`src/rtl/sram_lsu_pkg.sv`:
```
// Shared types and byte-lane helpers for the SRAM load/store master.
package sram_lsu_pkg;

    typedef enum logic [1:0] {
        SZ_B = 2'd0,
        SZ_H = 2'd1,
        SZ_W = 2'd2
    } lsu_size_e;

    typedef enum logic [1:0] {
        IDLE,
        WAIT,
        RESP
    } lsu_state_e;

    // Wide enough for READ_LAT-1 with READ_LAT up to 4.
    localparam int LAT_CNT_W = 2;

    function automatic logic [3:0] store_mask(lsu_size_e size, logic [1:0] off);
        case (size)
            SZ_B:    return 4'b0001 << off;
            SZ_H:    return 4'b0011 << off;
            SZ_W:    return 4'b1111;
            default: return 4'b0000;
        endcase
    endfunction

    function automatic logic [31:0] store_data(lsu_size_e size, logic [31:0] wdata);
        case (size)
            SZ_B:    return {4{wdata[7:0]}};
            SZ_H:    return {2{wdata[15:0]}};
            default: return wdata;
        endcase
    endfunction

    function automatic logic [31:0] load_extend(lsu_size_e size, logic uns, logic [1:0] off,
                                                logic [31:0] word);
        logic [31:0] sh;
        sh = word >> {off, 3'b000};
        case (size)
            SZ_B:    return {{24{~uns & sh[7]}}, sh[7:0]};
            SZ_H:    return {{16{~uns & sh[15]}}, sh[15:0]};
            default: return sh;
        endcase
    endfunction

endpackage

```
`src/rtl/sram_lsu_master_if.sv`:
```
// Request/response channel between the MEM stage (master) and the LSU (slave).
interface sram_lsu_master_if;
    logic        req_valid;
    logic        req_ready;
    logic        req_we;
    logic [31:0] req_addr;
    logic [31:0] req_wdata;
    logic [1:0]  req_size;
    logic        req_unsigned;
    logic        resp_valid;
    logic        resp_ready;
    logic [31:0] resp_rdata;
    logic        resp_err;

    modport master (
        output req_valid, req_we, req_addr, req_wdata, req_size, req_unsigned, resp_ready,
        input  req_ready, resp_valid, resp_rdata, resp_err
    );

    modport slave (
        input  req_valid, req_we, req_addr, req_wdata, req_size, req_unsigned, resp_ready,
        output req_ready, resp_valid, resp_rdata, resp_err
    );
endinterface

```
`src/rtl/sram_lsu_lane_align.sv`:
```
// Combinational byte-lane steering for stores and lane extraction/extension for loads.
module sram_lsu_lane_align
    import sram_lsu_pkg::*;
(
    input  lsu_size_e   st_size_i,
    input  logic [1:0]  st_off_i,
    input  logic [31:0] st_wdata_i,
    output logic [3:0]  st_wmask_o,
    output logic [31:0] st_wdata_o,
    input  lsu_size_e   ld_size_i,
    input  logic        ld_unsigned_i,
    input  logic [1:0]  ld_off_i,
    input  logic [31:0] ld_word_i,
    output logic [31:0] ld_data_o
);
    assign st_wmask_o = store_mask(st_size_i, st_off_i);
    assign st_wdata_o = store_data(st_size_i, st_wdata_i);
    assign ld_data_o  = load_extend(ld_size_i, ld_unsigned_i, ld_off_i, ld_word_i);
endmodule

```
`src/rtl/sram_lsu_master.sv`:
```
// Single-outstanding load/store initiator for a single-port SRAM with READ_LAT read latency.
// Define LSU_RANGE_CHECK_EN to reject byte addresses beyond the SRAM instead of wrapping them.
module sram_lsu_master
    import sram_lsu_pkg::*;
#(
    parameter int ADDR_W   = 12,
    parameter int READ_LAT = 1
) (
    input  logic              clk_i,
    input  logic              rst_ni,
    sram_lsu_master_if.slave  lsu,
    output logic              csb_o,
    output logic              web_o,
    output logic [3:0]        wmask_o,
    output logic [ADDR_W-1:0] addr_o,
    output logic [31:0]       wdata_o,
    input  logic [31:0]       rdata_i
);
    lsu_state_e           state_q;
    logic [LAT_CNT_W-1:0] lat_cnt_q;
    lsu_size_e            ld_size_q;
    logic                 ld_unsigned_q;
    logic [1:0]           ld_off_q;
    logic                 resp_valid_q;
    logic                 resp_err_q;
    logic [31:0]          resp_rdata_q;

    lsu_size_e   req_size;
    logic        misaligned;
    logic        range_err;
    logic        req_err;
    logic        accept;
    logic        sram_go;
    logic [3:0]  st_wmask;
    logic [31:0] st_wdata;
    logic [31:0] ld_data;

    assign req_size = lsu_size_e'(lsu.req_size);

    // NOTE: default first so every path assigns the signal and no latch is inferred.
    always_comb begin
        misaligned = 1'b1;
        case (lsu.req_size)
            2'd0:    misaligned = 1'b0;
            2'd1:    misaligned = lsu.req_addr[0];
            2'd2:    misaligned = |lsu.req_addr[1:0];
            default: misaligned = 1'b1;
        endcase
    end

`ifdef LSU_RANGE_CHECK_EN
    assign range_err = |lsu.req_addr[31:ADDR_W+2];
`else
    assign range_err = 1'b0;
`endif

    assign req_err = misaligned | range_err;
    // Reset gating keeps the SRAM pins idle while rst_ni is low, whatever the requester drives.
    assign accept  = rst_ni & (state_q == IDLE) & lsu.req_valid;
    assign sram_go = accept & ~req_err;

    sram_lsu_lane_align u_lane_align (
        .st_size_i     (req_size),
        .st_off_i      (lsu.req_addr[1:0]),
        .st_wdata_i    (lsu.req_wdata),
        .st_wmask_o    (st_wmask),
        .st_wdata_o    (st_wdata),
        .ld_size_i     (ld_size_q),
        .ld_unsigned_i (ld_unsigned_q),
        .ld_off_i      (ld_off_q),
        .ld_word_i     (rdata_i),
        .ld_data_o     (ld_data)
    );

    assign csb_o   = ~sram_go;
    assign web_o   = ~(sram_go & lsu.req_we);
    assign wmask_o = (sram_go & lsu.req_we) ? st_wmask : 4'b0000;
    assign wdata_o = (sram_go & lsu.req_we) ? st_wdata : 32'd0;
    assign addr_o  = sram_go ? lsu.req_addr[ADDR_W+1:2] : '0;

    assign lsu.req_ready  = (state_q == IDLE);
    assign lsu.resp_valid = resp_valid_q;
    assign lsu.resp_rdata = resp_rdata_q;
    assign lsu.resp_err   = resp_err_q;

    // NOTE: state registers use non-blocking assignments so every flop samples pre-edge values.
    always_ff @(posedge clk_i or negedge rst_ni) begin
        if (!rst_ni) begin
            state_q       <= IDLE;
            lat_cnt_q     <= '0;
            ld_size_q     <= SZ_B;
            ld_unsigned_q <= 1'b0;
            ld_off_q      <= 2'b00;
            resp_valid_q  <= 1'b0;
            resp_err_q    <= 1'b0;
            resp_rdata_q  <= 32'd0;
        end else begin
            case (state_q)
                IDLE: begin
                    if (accept) begin
                        if (sram_go && !lsu.req_we) begin
                            state_q       <= WAIT;
                            lat_cnt_q     <= LAT_CNT_W'(READ_LAT - 1);
                            ld_size_q     <= req_size;
                            ld_unsigned_q <= lsu.req_unsigned;
                            ld_off_q      <= lsu.req_addr[1:0];
                        end else begin
                            state_q      <= RESP;
                            resp_valid_q <= 1'b1;
                            resp_err_q   <= req_err;
                            resp_rdata_q <= 32'd0;
                        end
                    end
                end
                WAIT: begin
                    // rdata_i is valid on the edge READ_LAT cycles after the SRAM sampled the read.
                    if (lat_cnt_q == '0) begin
                        state_q      <= RESP;
                        resp_valid_q <= 1'b1;
                        resp_err_q   <= 1'b0;
                        resp_rdata_q <= ld_data;
                    end else begin
                        lat_cnt_q <= lat_cnt_q - LAT_CNT_W'(1);
                    end
                end
                RESP: begin
                    if (lsu.resp_ready) begin
                        state_q      <= IDLE;
                        resp_valid_q <= 1'b0;
                    end
                end
                default: state_q <= IDLE;
            endcase
        end
    end
endmodule

```
`src/flat_wrapper.sv`:
```
// flat-port wrapper written by rule: the top's interface ports become plain ports
module sram_lsu_master_flat import sram_lsu_pkg::*;
#(
    parameter int ADDR_W   = 12,
    parameter int READ_LAT = 1
)
  (clk_i, rst_ni, csb_o, web_o, wmask_o, addr_o, wdata_o, rdata_i, lsu_req_valid, lsu_req_we, lsu_req_addr, lsu_req_wdata, lsu_req_size, lsu_req_unsigned, lsu_resp_ready, lsu_req_ready, lsu_resp_valid, lsu_resp_rdata, lsu_resp_err);
  sram_lsu_master_if lsu_i ();
  input  logic clk_i;
  input  logic rst_ni;
  output logic csb_o;
  output logic web_o;
  output logic [3:0] wmask_o;
  output logic [ADDR_W-1:0] addr_o;
  output logic [31:0] wdata_o;
  input  logic [31:0] rdata_i;
  input wire logic [$bits(lsu_i.req_valid)-1:0] lsu_req_valid;
  input wire logic [$bits(lsu_i.req_we)-1:0] lsu_req_we;
  input wire logic [$bits(lsu_i.req_addr)-1:0] lsu_req_addr;
  input wire logic [$bits(lsu_i.req_wdata)-1:0] lsu_req_wdata;
  input wire logic [$bits(lsu_i.req_size)-1:0] lsu_req_size;
  input wire logic [$bits(lsu_i.req_unsigned)-1:0] lsu_req_unsigned;
  input wire logic [$bits(lsu_i.resp_ready)-1:0] lsu_resp_ready;
  output wire logic [$bits(lsu_i.req_ready)-1:0] lsu_req_ready;
  output wire logic [$bits(lsu_i.resp_valid)-1:0] lsu_resp_valid;
  output wire logic [$bits(lsu_i.resp_rdata)-1:0] lsu_resp_rdata;
  output wire logic [$bits(lsu_i.resp_err)-1:0] lsu_resp_err;
  assign lsu_i.req_valid = lsu_req_valid;
  assign lsu_i.req_we = lsu_req_we;
  assign lsu_i.req_addr = lsu_req_addr;
  assign lsu_i.req_wdata = lsu_req_wdata;
  assign lsu_i.req_size = lsu_req_size;
  assign lsu_i.req_unsigned = lsu_req_unsigned;
  assign lsu_i.resp_ready = lsu_resp_ready;
  assign lsu_req_ready = lsu_i.req_ready;
  assign lsu_resp_valid = lsu_i.resp_valid;
  assign lsu_resp_rdata = lsu_i.resp_rdata;
  assign lsu_resp_err = lsu_i.resp_err;
  sram_lsu_master #(.ADDR_W(ADDR_W), .READ_LAT(READ_LAT)) u_core (.clk_i(clk_i), .rst_ni(rst_ni), .lsu(lsu_i), .csb_o(csb_o), .web_o(web_o), .wmask_o(wmask_o), .addr_o(addr_o), .wdata_o(wdata_o), .rdata_i(rdata_i));
endmodule
```
`config.mk`:
```
export PLATFORM = sky130hd
export DESIGN_NAME = sram_lsu_master_flat
export DESIGN_NICKNAME = d
export VERILOG_FILES = /design/src/rtl/sram_lsu_pkg.sv /design/src/rtl/sram_lsu_master_if.sv /design/src/rtl/sram_lsu_lane_align.sv /design/src/rtl/sram_lsu_master.sv /design/src/flat_wrapper.sv
export SDC_FILE = /design/constraint.sdc
export NUM_CORES = 1
export LEC_CHECK = 0
export BUFFER_PORTS_ARGS = -buffer_cell sky130_fd_sc_hd__buf_4
export CELL_PAD_IN_SITES_DETAIL_PLACEMENT = 0
export CELL_PAD_IN_SITES_GLOBAL_PLACEMENT = 1
export CORE_AREA = 2 2 100 102
export DETAILED_ROUTE_END_ITERATION = 8
export DIE_AREA = 0 0 102 104
export PLACE_DENSITY = 0.85
export SKIP_CTS_REPAIR_TIMING = 1
export SLEW_MARGIN = 40
export SYNTH_ARGS = -nofsm -noshare
export SYNTH_HDL_FRONTEND = slang
export SYNTH_SLANG_ARGS = --single-unit
```
`constraint.sdc`:
```
create_clock -name clk_i -period 4.6 [get_ports clk_i]
set_clock_uncertainty 0.2 [all_clocks]
set_input_delay 0.69 -clock clk_i [delete_from_list [all_inputs] [get_ports clk_i]]
set_output_delay 0.69 -clock clk_i [all_outputs]
set_load 0.03 [all_outputs]
```
==> run summary, run 1 <==
area taken by flip-flops and latches = 0.00108 mm2
Req. time, crit path = 3.71 ns
All-Layer GR Usage = 17.2%
CTS tree = yes
FMAX = 298 MHz
Post-synth EDFFs = 0
CP startpoint kind = input port
GRT overflow = 0
layout cells sized above 1 = 41.7%
# setup viols final = 0
post-layout minimum cycle time = 3.36 ns
Yosys warnings = 0
post-synthesis cell type count = 44
status = completed
Fin. Hold Viols = 0
Layout area overhead = 45.5%
RePlAce Congestion = 0.845
Post-Synth XOR/XNOR Area = 0.286%
M3 GR Usage = 4.17%
clock sink count = 43
CTS Buf Count = 5
drt first pass iters = 4
crit path DAT = 2.47 ns
post-synthesis simple-gate area fraction = 20.2%
worst-skew pair later-pin latency = 0.30 ns
Leak Pwr = 2.27 nW
Mean Syn Cell Area = 8.77 um2
core area = 0.00955 mm2
row cnt = 36
GR Layer Usage met2 = 30.6%
final WL = 9720 um
first-pass GRT wire length = 14,700 um
die width = 102 um
register area share after synthesis = 35.2%
Ports = 189
largest net degree at the start of global routing = 45
initial antenna violation count = 0
post-synth top area cell = dfrtp_1
complex-gate fraction of the synthesized area = 20.3%
asr flop ratio synth = 100%
RSZ-0062 raised after global routing = no
met1 GRT Util = 20.1%
Yosys top cell area share = 35.2%
final net count = 603
per-cell routed wire length = 15.4 um
Die Height = 104 um
mapped cell area = 0.00306 mm2
multi-input logic area = 0.00179 mm2
H-tree depth = 2
Finished Core Util = 46.6%
Mapped Cells = 349
Mapped Nets = 454
Max Cap Viol = 0
buffer depth of the longest clock path = 2
GRT busiest layer = met2
WS Path Type = input port to primary output
HP Class = register to register
Top FF cell, synth = dfrtp_1
Max transition margin = 53.3%
vias in the first global route = 3,072
clock root cell = clkbuf_8
Fillers = 949
post-DP HPWL = 7620 um
PortBufs = 170
PwrDens = 415 mW/mm2
worst-path maximum fanout = 27
First DRT Iteration DRCs = 60
DRC = 0
Max VDD drop = 0.168 mV
post-route ant nets = 0
main area contributors after synthesis = dfrtp_1 35%, mux2i_1 11%, o21ai_0 5.4%
Slew Viols, Final = 0
setup_tns = 0 ns
Post-Synth Adder-Cell Area = 0.409%
largest family of logic cells by synthesized area = compound AO/OA/AOI/OAI gates
Initial Util = 32.0%
Antenna diodes = 0
Vias = 3,157
die area = 0.0106 mm2
share of the clock period used by the worst path = 73.0%
Worst Setup End Kind = primary output
#FFs+latches synth = 43
Worst Max-Slew Pin Slew = 0.699 ns
Clock transition at path regs = 0.08 ns
mux contribution to synthesized area = 17.3%
DR vias/cell = 5.00
layer usage:
layer	up-vias	part of all wire [%]
li1	1526	-
met1	1472	40
met2	145	49
met3	14	8.4
met4	0	2.1
met5	-	0
cells in the mapped netlist (9+ instances only):
cell and instances:
a21oi_1 27, and2_1 12, buf_2 12, clkbuf_1 13, dfrtp_1 43, mux2_2 14
mux2i_1 35, nand2_1 38, nand3b_1 9, nor2_1 42, o21ai_0 33
worst max-delay path, stage by stage:
cell and delay (ns):
buf_4 0.21, or3_4 0.43, a21oi_2 0.13, buf_4 0.22
and2_4 0.19, inv_2 0.18, a21oi_1 0.22, buf_4 0.19
logic make-up (layout without fill, tap and decap cells):
kind of cell / after synthesis / after routing
AOI/OAI and AO/OA: 95 / 95
muxes: 50 / 50
buffers and inverters: 38 / 188
xor gates and xnor gates: 1 / 1
DFF: 43 / 43
and+or+nand+nor: 121 / 121
adders and majority gates: 1 / 1
cell usage in the layout (no fill, tap or decap), types with 2 or more instances in the layout:
master / synthesis / final
o21a_1: 2 / 2
nor2_1: 42 / 42
a221o_1: 8 / 8
dfrtp_1: 43 / 42
and2_1: 12 / 12
a21oi_1: 27 / 27
o211ai_1: 7 / 7
nand2b_1: 2 / 2
buf_4: 3 / 174
a211oi_4: 2 / 2
o21ai_0: 33 / 33
clkbuf_8: 0 / 5
mux2_2: 14 / 14
nand2_1: 38 / 38
a211o_1: 8 / 8
and3_1: 8 / 8
mux2i_1: 35 / 35
inv_1: 5 / 5
nand3b_1: 9 / 9
where the power goes:
| group | internal, mW | total (mW) | leakage (nW) | switching [mW] |
|---|---|---|---|---|
| sequential | 0.502 | 0.641 | 0.577 | 0.139 |
| clock | 0.106 | 0.235 | 0.0412 | 0.129 |
| combinational | 0.430 | 0.972 | 1.65 | 0.543 |
| total | 1.04 | 1.85 | 2.27 | 0.811 |
sequential cells by signal, indices dropped and copies added, names as in the netlist:
signal	cells
u_core.lat_cnt_q	2
u_core.ld_off_q	2
u_core.ld_size_q	2
u_core.ld_unsigned_q	1
u_core.lsu.resp_err	1
u_core.lsu.resp_rdata	32
u_core.lsu.resp_valid	1
u_core.state_q	2
metrics by stage:
stage	area [um2]	worst slack (ns)	std cells	power, mW	hold WS (ns)
finish	4450	1.24	632	1.85	0.283
global route	4450	1.11	632	1.96	0.306
CTS	4450	1.21	632	1.87	0.290
detailed placement	4370	1.22	624	1.63	0.276
global placement	4360	1.22	624	1.61	0.262
floorplan	3060	1.43	349	1.29	0.194
cell type report:
| class | count | share of cell area (%) |
|---|---|---|
| multi-input combinational | 268 | 40.3 |
| sequential | 43 | 24.2 |
| clock buffer | 6 | 1.63 |
| inverter | 6 | 0.506 |
| tap | 133 | 3.74 |
| timing repair buffer | 174 | 29.3 |
| clock inverter | 2 | 0.281 |
final timing paths:
| kind | slack, ns | cells past startpoint | from | end |
|---|---|---|---|---|
| max in group asynchronous | 3.49 | 2 | rst_ni | u_core.ld_off_q[1]$_DFFE_PN0P_ |
| setup reg to reg | 2.18 | 6 | u_core.lat_cnt_q[0]$_DFFE_PN0P_ | u_core.lsu.resp_rdata[29]$_DFFE_PN0P_ |
| hold reg to reg | 0.28 | 1 | u_core.lat_cnt_q[0]$_DFFE_PN0P_ | u_core.lat_cnt_q[0]$_DFFE_PN0P_ |
| setup / recovery | 1.24 | 8 | lsu_req_size[0] | wdata_o[15] |
| min in group asynchronous | 0.30 | 2 | rst_ni | u_core.lsu.resp_rdata[5]$_DFFE_PN0P_ |
| hold / removal | 0.28 | 1 | u_core.lat_cnt_q[0]$_DFFE_PN0P_ | u_core.lat_cnt_q[0]$_DFFE_PN0P_ |
(Power assumes the default switching activity.)
==> inputs of run 2 (changes only) <==
--- a/config.mk
+++ b/config.mk
@@ -5,13 +5,14 @@
 export SDC_FILE = /design/constraint.sdc
 export NUM_CORES = 1
 export LEC_CHECK = 0
+export ABC_AREA = 1
 export BUFFER_PORTS_ARGS = -buffer_cell sky130_fd_sc_hd__buf_4
 export CELL_PAD_IN_SITES_DETAIL_PLACEMENT = 0
 export CELL_PAD_IN_SITES_GLOBAL_PLACEMENT = 1
-export CORE_AREA = 2 2 100 102
+export CORE_AREA = 2 2 114 116
 export DETAILED_ROUTE_END_ITERATION = 8
-export DIE_AREA = 0 0 102 104
-export PLACE_DENSITY = 0.85
+export DIE_AREA = 0 0 116 118
+export PLACE_DENSITY = 0.76
 export SKIP_CTS_REPAIR_TIMING = 1
 export SLEW_MARGIN = 40
 export SYNTH_ARGS = -nofsm -noshare
==> constraint.sdc (replaced) <==
create_clock -name clk_i -period 3 [get_ports clk_i]
set_clock_uncertainty 0.2 [all_clocks]
set_input_delay 0.45 -clock clk_i [delete_from_list [all_inputs] [get_ports clk_i]]
set_output_delay 0.45 -clock clk_i [all_outputs]
set_load 0.03 [all_outputs]
==> run 2 against run 1 <==
Hold slack lost 0.18 ns; clock power grew 130%; power grew 49%; design area grew 4.6%; wire length grew 20%; combinational power grew 54%; sequential power grew 14%; critical path type is now register to primary output; critical endpoint is now wdata_o[25]; largest power group unchanged.
==> run summary, run 2 <==
Layout area overhead = 46.9%
CTS tree = yes
RePlAce Congestion = 0.849
RR Endpoint = u_core.lsu.resp_rdata[20]$_DFFE_PN0P_
DR vias/cell = 4.56
Comb power frac = 54.2%
switching pwr = 1.33 mW
post-synthesis cell type count = 29
DRC = 0
Placed Area = 0.00452 mm2
drt first pass iters = 5
Finished Core Util = 37.5%
Initial Util = 25.5%
Max transition margin = 49.0%
Slew Viols, Final = 0
P_int = 1.43 mW
Max Cap Viol = 0
Ports = 189
placed cells = 821
CP startpoint kind = register
PortBufs = 170
Yosys warnings = 0
Top FF cell, synth = dfrtp_1
Vias = 3,782
final net count = 761
status = completed
register area share after synthesis = 33.9%
buffer depth of the longest clock path = 2
clock sink count = 43
Setup crit start = u_core.state_q[0]$_DFFE_PN0P_
post-synth top area cell = dfrtp_1
die area = 0.0137 mm2
most frequent cell after synthesis = nand2_1
Antenna diodes = 0
die width = 116 um
r2r setup slk = 0.80 ns
Clock transition at path regs = 0.06 ns
multi-input logic area = 0.00174 mm2
RSZ-0062 raised after global routing = no
initial antenna violation count = 0
main area contributors after synthesis = dfrtp_1 34%, nand2_1 21%, nor2_1 7.5%
commonest non-fill, non-tap cells in the layout = 178 x nand2_1, 177 x buf_4, 63 x nor2_1
CTS Buf Count = 5
H-tree depth = 2
Req. time, crit path = 2.35 ns
mapped cell area = 0.00317 mm2
layout cells sized above 1 = 31.4%
R2R cell count = 9
#FFs+latches synth = 43
vias in the first global route = 3,791
Max VDD drop = 0.263 mV
# setup viols final = 0
largest net degree at the start of global routing = 46
Sw Ratio = 48.2%
first-pass GRT wire length = 18,700 um
per-cell routed wire length = 14.1 um
asr flop ratio synth = 100%
First DRT Iteration DRCs = 156
clock root cell = clkbuf_16
row cnt = 41
HP Class = input port to async pin
crit path DAT = 1.92 ns
share of the clock period used by the worst path = 85.7%
Yosys top cell area share = 33.9%
core area = 0.0124 mm2
PwrDens = 593 mW/mm2
post-DP HPWL = 9270 um
Non-Filler Instances = 829
Mean Syn Cell Area = 6.29 um2
Die Height = 118 um
clock power share = 19.3%
area taken by flip-flops and latches = 0.00108 mm2
Mapped Nets = 609
CP endpoint = wdata_o[25]
GRT overflow = 0
worst-skew pair later-pin latency = 0.28 ns
WS Path Type = register to primary output
Fin. Hold Viols = 0
commonest non-fill, non-tap cell in the layout = nand2_1
max reg flops = 32
fin area = 0.00466 mm2
post-route ant nets = 0
final WL = 11,700 um
Worst Setup End Kind = primary output
worst-path maximum fanout = 8
Leak Pwr = 2.57 nW
Fillers = 1,382
setup_tns = 0 ns
Synth top cells by count = 178 x nand2_1, 63 x nor2_1, 45 x nand3_1, 43 x dfrtp_1, 42 x a21oi_1
Mapped Cells = 504
post-layout minimum cycle time = 2.57 ns
All-Layer GR Usage = 17.2%
Post-synth EDFFs = 0
r2r startpoint = u_core.state_q[0]$_DFFE_PN0P_
FMAX = 389 MHz
sequential share of power = 26.5%
Worst Max-Slew Pin Slew = 0.764 ns
run 2: worst min path at each step:
stage / startpoint / endpoint / slack, ns / cells past startpoint
2_1_floorplan: rst_ni / u_core.lat_cnt_q[0]$_DFFE_PN0P_ / -0.05 / 0
3_3_place_gp: u_core.lat_cnt_q[0]$_DFFE_PN0P_ / u_core.lat_cnt_q[0]$_DFFE_PN0P_ / 0.27 / 2
3_5_place_dp: u_core.lsu.resp_rdata[26]$_DFFE_PN0P_ / u_core.lsu.resp_rdata[26]$_DFFE_PN0P_ / 0.27 / 2
4_1_cts: rst_ni / u_core.lsu.resp_rdata[5]$_DFFE_PN0P_ / 0.13 / 2
5_1_grt: rst_ni / u_core.lsu.resp_rdata[28]$_DFFE_PN0P_ / 0.16 / 2
6_report: rst_ni / u_core.lsu.resp_rdata[24]$_DFFE_PN0P_ / 0.10 / 2
run 2: metrics by stage:
stage                     setup slack, ns  hold slack [ns]  total power [mW]
final                               0.428            0.104              2.76
after global routing                0.281            0.159              3.01
after CTS                           0.429            0.133              2.79
after detailed placement            0.482            0.270              2.25
after global placement              0.515            0.266              2.24
after floorplan                     0.658          -0.0456              1.92
run 2: kinds of logic (layout without fill, tap and decap cells):
logic type               count (synthesis)  after routing  synth area share (%)
AND/OR/NAND/NOR                        302            302                  40.1
AO/OA/AOI/OAI                           85             85                  14.4
buffers and inverters                   73            226                  11.2
flip-flops                              43             43                  33.9
adder cells (fa/ha/maj)                  1              1                 0.395
run 2: layout make-up:
cell class	count	area share, %
well taps	172	4.62
repair buffers	177	28.5
clock buffers	6	2.77
clock inverters	2	0.269
inverters	41	3.36
flip-flops and latches	43	23.1
multi-input cells	388	37.3
run 2: metal layers:
metal	share of wire [%]	wire (um)	vias to the layer above	track usage (%)
met4	2.2	256	0	5.13
met5	0	0	-	0
met2	50	5840	167	30.8
li1	-	-	1919	-
met1	41	4800	1678	20.5
met3	6.7	778	18	3.45
run 2: worst max-delay path: stages, from the launching register on:
cell     delay, ns
dfrtp_1       0.42
inv_2         0.08
nand2_1       0.06
nor2_2        0.14
inv_2         0.06
nor2_4        0.11
nand2_1       0.14
inv_2         0.14
o21ai_0       0.16
nor2_1        0.15
buf_4         0.18
run 2: power groups by stage:
stage / Sequential [mW] / Clock, mW / Combinational (mW)
5_1_grt: 0.744 / 0.577 / 1.69
6_report: 0.733 / 0.532 / 1.50
3_5_place_dp: 0.743 / 0 / 1.51
2_1_floorplan: 0.767 / 0 / 1.15
4_1_cts: 0.732 / 0.543 / 1.51
3_3_place_gp: 0.741 / 0 / 1.50
==> inputs of run 3 (changes only) <==
--- a/config.mk
+++ b/config.mk
@@ -13,6 +13,7 @@
 export DETAILED_ROUTE_END_ITERATION = 8
 export DIE_AREA = 0 0 116 118
 export PLACE_DENSITY = 0.76
+export REMOVE_ABC_BUFFERS = 1
 export SKIP_CTS_REPAIR_TIMING = 1
 export SLEW_MARGIN = 40
 export SYNTH_ARGS = -nofsm -noshare
==> run 3 against run 2 <==
Flip-flop and latch count unchanged; hold slack lost 0.027 ns; highest routed layer unchanged; maximum frequency is 2.5% lower; critical path type unchanged; clock-buffer cell count stayed put; largest power group unchanged.
==> run summary, run 3 (synthesis results as in run 2) <==
status = completed
die width = 116 um
DR vias/cell = 4.57
Top delay family on crit path = simple AND/OR/NAND/NOR gates
Clock transition at path regs = 0.07 ns
Max transition margin = 54.6%
All-Layer GR Usage = 16.9%
per-cell routed wire length = 13.9 um
setup_tns = 0 ns
# setup viols final = 0
post-DP HPWL = 8860 um
worst-path maximum fanout = 8
worst-skew pair later-pin latency = 0.29 ns
row cnt = 41
PwrDens = 599 mW/mm2
final net count = 766
post-route ant nets = 0
FMAX = 379 MHz
layout cells sized above 1 = 32.2%
Vias = 3,813
post-layout minimum cycle time = 2.64 ns
Max VDD drop = 0.274 mV
final WL = 11,600 um
DRC = 0
Antenna diodes = 0
RSZ-0062 raised after global routing = no
Slew Viols, Final = 0
Critical path buffers and inverters = 4
HP Class = input port to async pin
CTS Buf Count = 5
Fin. Hold Viols = 0
drt first pass iters = 5
CP Cell Sequence = inv_2 > nand2_1 > nor2_2 > inv_2 > nor2_4 > nand2_1 > inv_2 > o21ai_0 > nor2_1 > buf_4
WS Path Type = register to primary output
clock root cell = clkbuf_16
Max Cap Viol = 0
core area = 0.0124 mm2
crit path DAT = 1.99 ns
buffer depth of the longest clock path = 2
total power draw = 2.82 mW
Fillers = 1,379
Req. time, crit path = 2.35 ns
Top cell by count, worst path = inv_2
Critical Path Max Stage Delay = 0.43 ns
Leak Pwr = 2.61 nW
CTS tree = yes
Initial Util = 25.5%
Finished Core Util = 37.9%
max reg flops = 32
placed cells = 826
Slowest-stage cell, CP = dfrtp_1
share of the clock period used by the worst path = 88.0%
Layout area overhead = 48.5%
Worst Max-Slew Pin Slew = 0.681 ns
initial antenna violation count = 0
hold_ws = 0.0770 ns
First DRT Iteration DRCs = 232
H-tree depth = 2
commonest non-fill, non-tap cells in the layout = 182 x buf_4, 178 x nand2_1, 63 x nor2_1
Worst Setup End Kind = primary output
clock sink count = 43
first-pass GRT wire length = 18,500 um
PortBufs = 170
RePlAce Congestion = 0.799
Non-Filler Instances = 834
commonest non-fill, non-tap cell in the layout = buf_4
GRT overflow = 0
CP startpoint kind = register
largest net degree at the start of global routing = 46
Ports = 189
vias in the first global route = 3,726
die area = 0.0137 mm2
Die Height = 118 um
run 3: cell types whose count changed in the layout (fill, tap and decap cells not counted):
cell	change
clkinv_2	-1
inv_1	-1
clkbuf_1	-1
clkinv_4	+1
clkbuf_8	+1
buf_4	+5
inv_2	+1
run 3: worst register-to-register path, delay by kind of cell (launching register included):
kind                   cells  cell delay, ns
and+or+nand+nor            6            0.76
DFF                        1            0.65
buffers and inverters      2            0.41
run 3: worst paths after layout:
check                                                startpoint                               endpoint  slack [ns]  cells past startpoint
setup / recovery                  u_core.state_q[1]$_DFFE_PN0P_                            wdata_o[27]        0.36                     10
hold / removal                                           rst_ni   u_core.lsu.resp_rdata[1]$_DFFE_PN0P_        0.08                      2
setup reg to reg                 u_core.ld_off_q[0]$_DFFE_PN0P_  u_core.lsu.resp_rdata[19]$_DFFE_PN0P_        0.87                      8
hold reg to reg            u_core.lsu.resp_rdata[2]$_DFFE_PN0P_   u_core.lsu.resp_rdata[2]$_DFFE_PN0P_        0.28                      2
max in group asynchronous                                rst_ni  u_core.lsu.resp_rdata[11]$_DFFE_PN0P_        2.12                      2
min in group clk_i                             lsu_req_unsigned       u_core.ld_unsigned_q$_DFFE_PN0P_        0.16                      3
run 3: layer usage:
| metal | global-route usage [%] | routed length [um] | vias up |
|---|---|---|---|
| met5 | 0 | 0 | - |
| met4 | 4.09 | 178 | 0 |
| met3 | 3.55 | 1030 | 15 |
| met2 | 29.2 | 5450 | 174 |
| met1 | 21.2 | 4940 | 1705 |
| li1 | - | - | 1919 |
run 3: metrics by stage:
step	worst slack, ns	instance area, um2
after detailed placement	0.411	4550
after global routing	0.181	4710
final	0.361	4710
after floorplan	0.144	2970
after CTS	0.340	4710
after global placement	0.467	4550
run 3: final cells by class:
cell class	instances	area [um2]	area share, %
well taps	172	215	4.57
repair buffers	182	1370	29.0
clock buffers	6	139	2.95
inverters	41	156	3.32
flip-flops and latches	43	1080	22.9
multi-input cells	388	1740	36.9
clock inverters	2	16.3	0.345
run 3: where the power goes:
| part | internal (mW) | switching, mW |
|---|---|---|
| registers | 0.654 | 0.127 |
| clock network | 0.333 | 0.242 |
| logic | 0.477 | 0.989 |
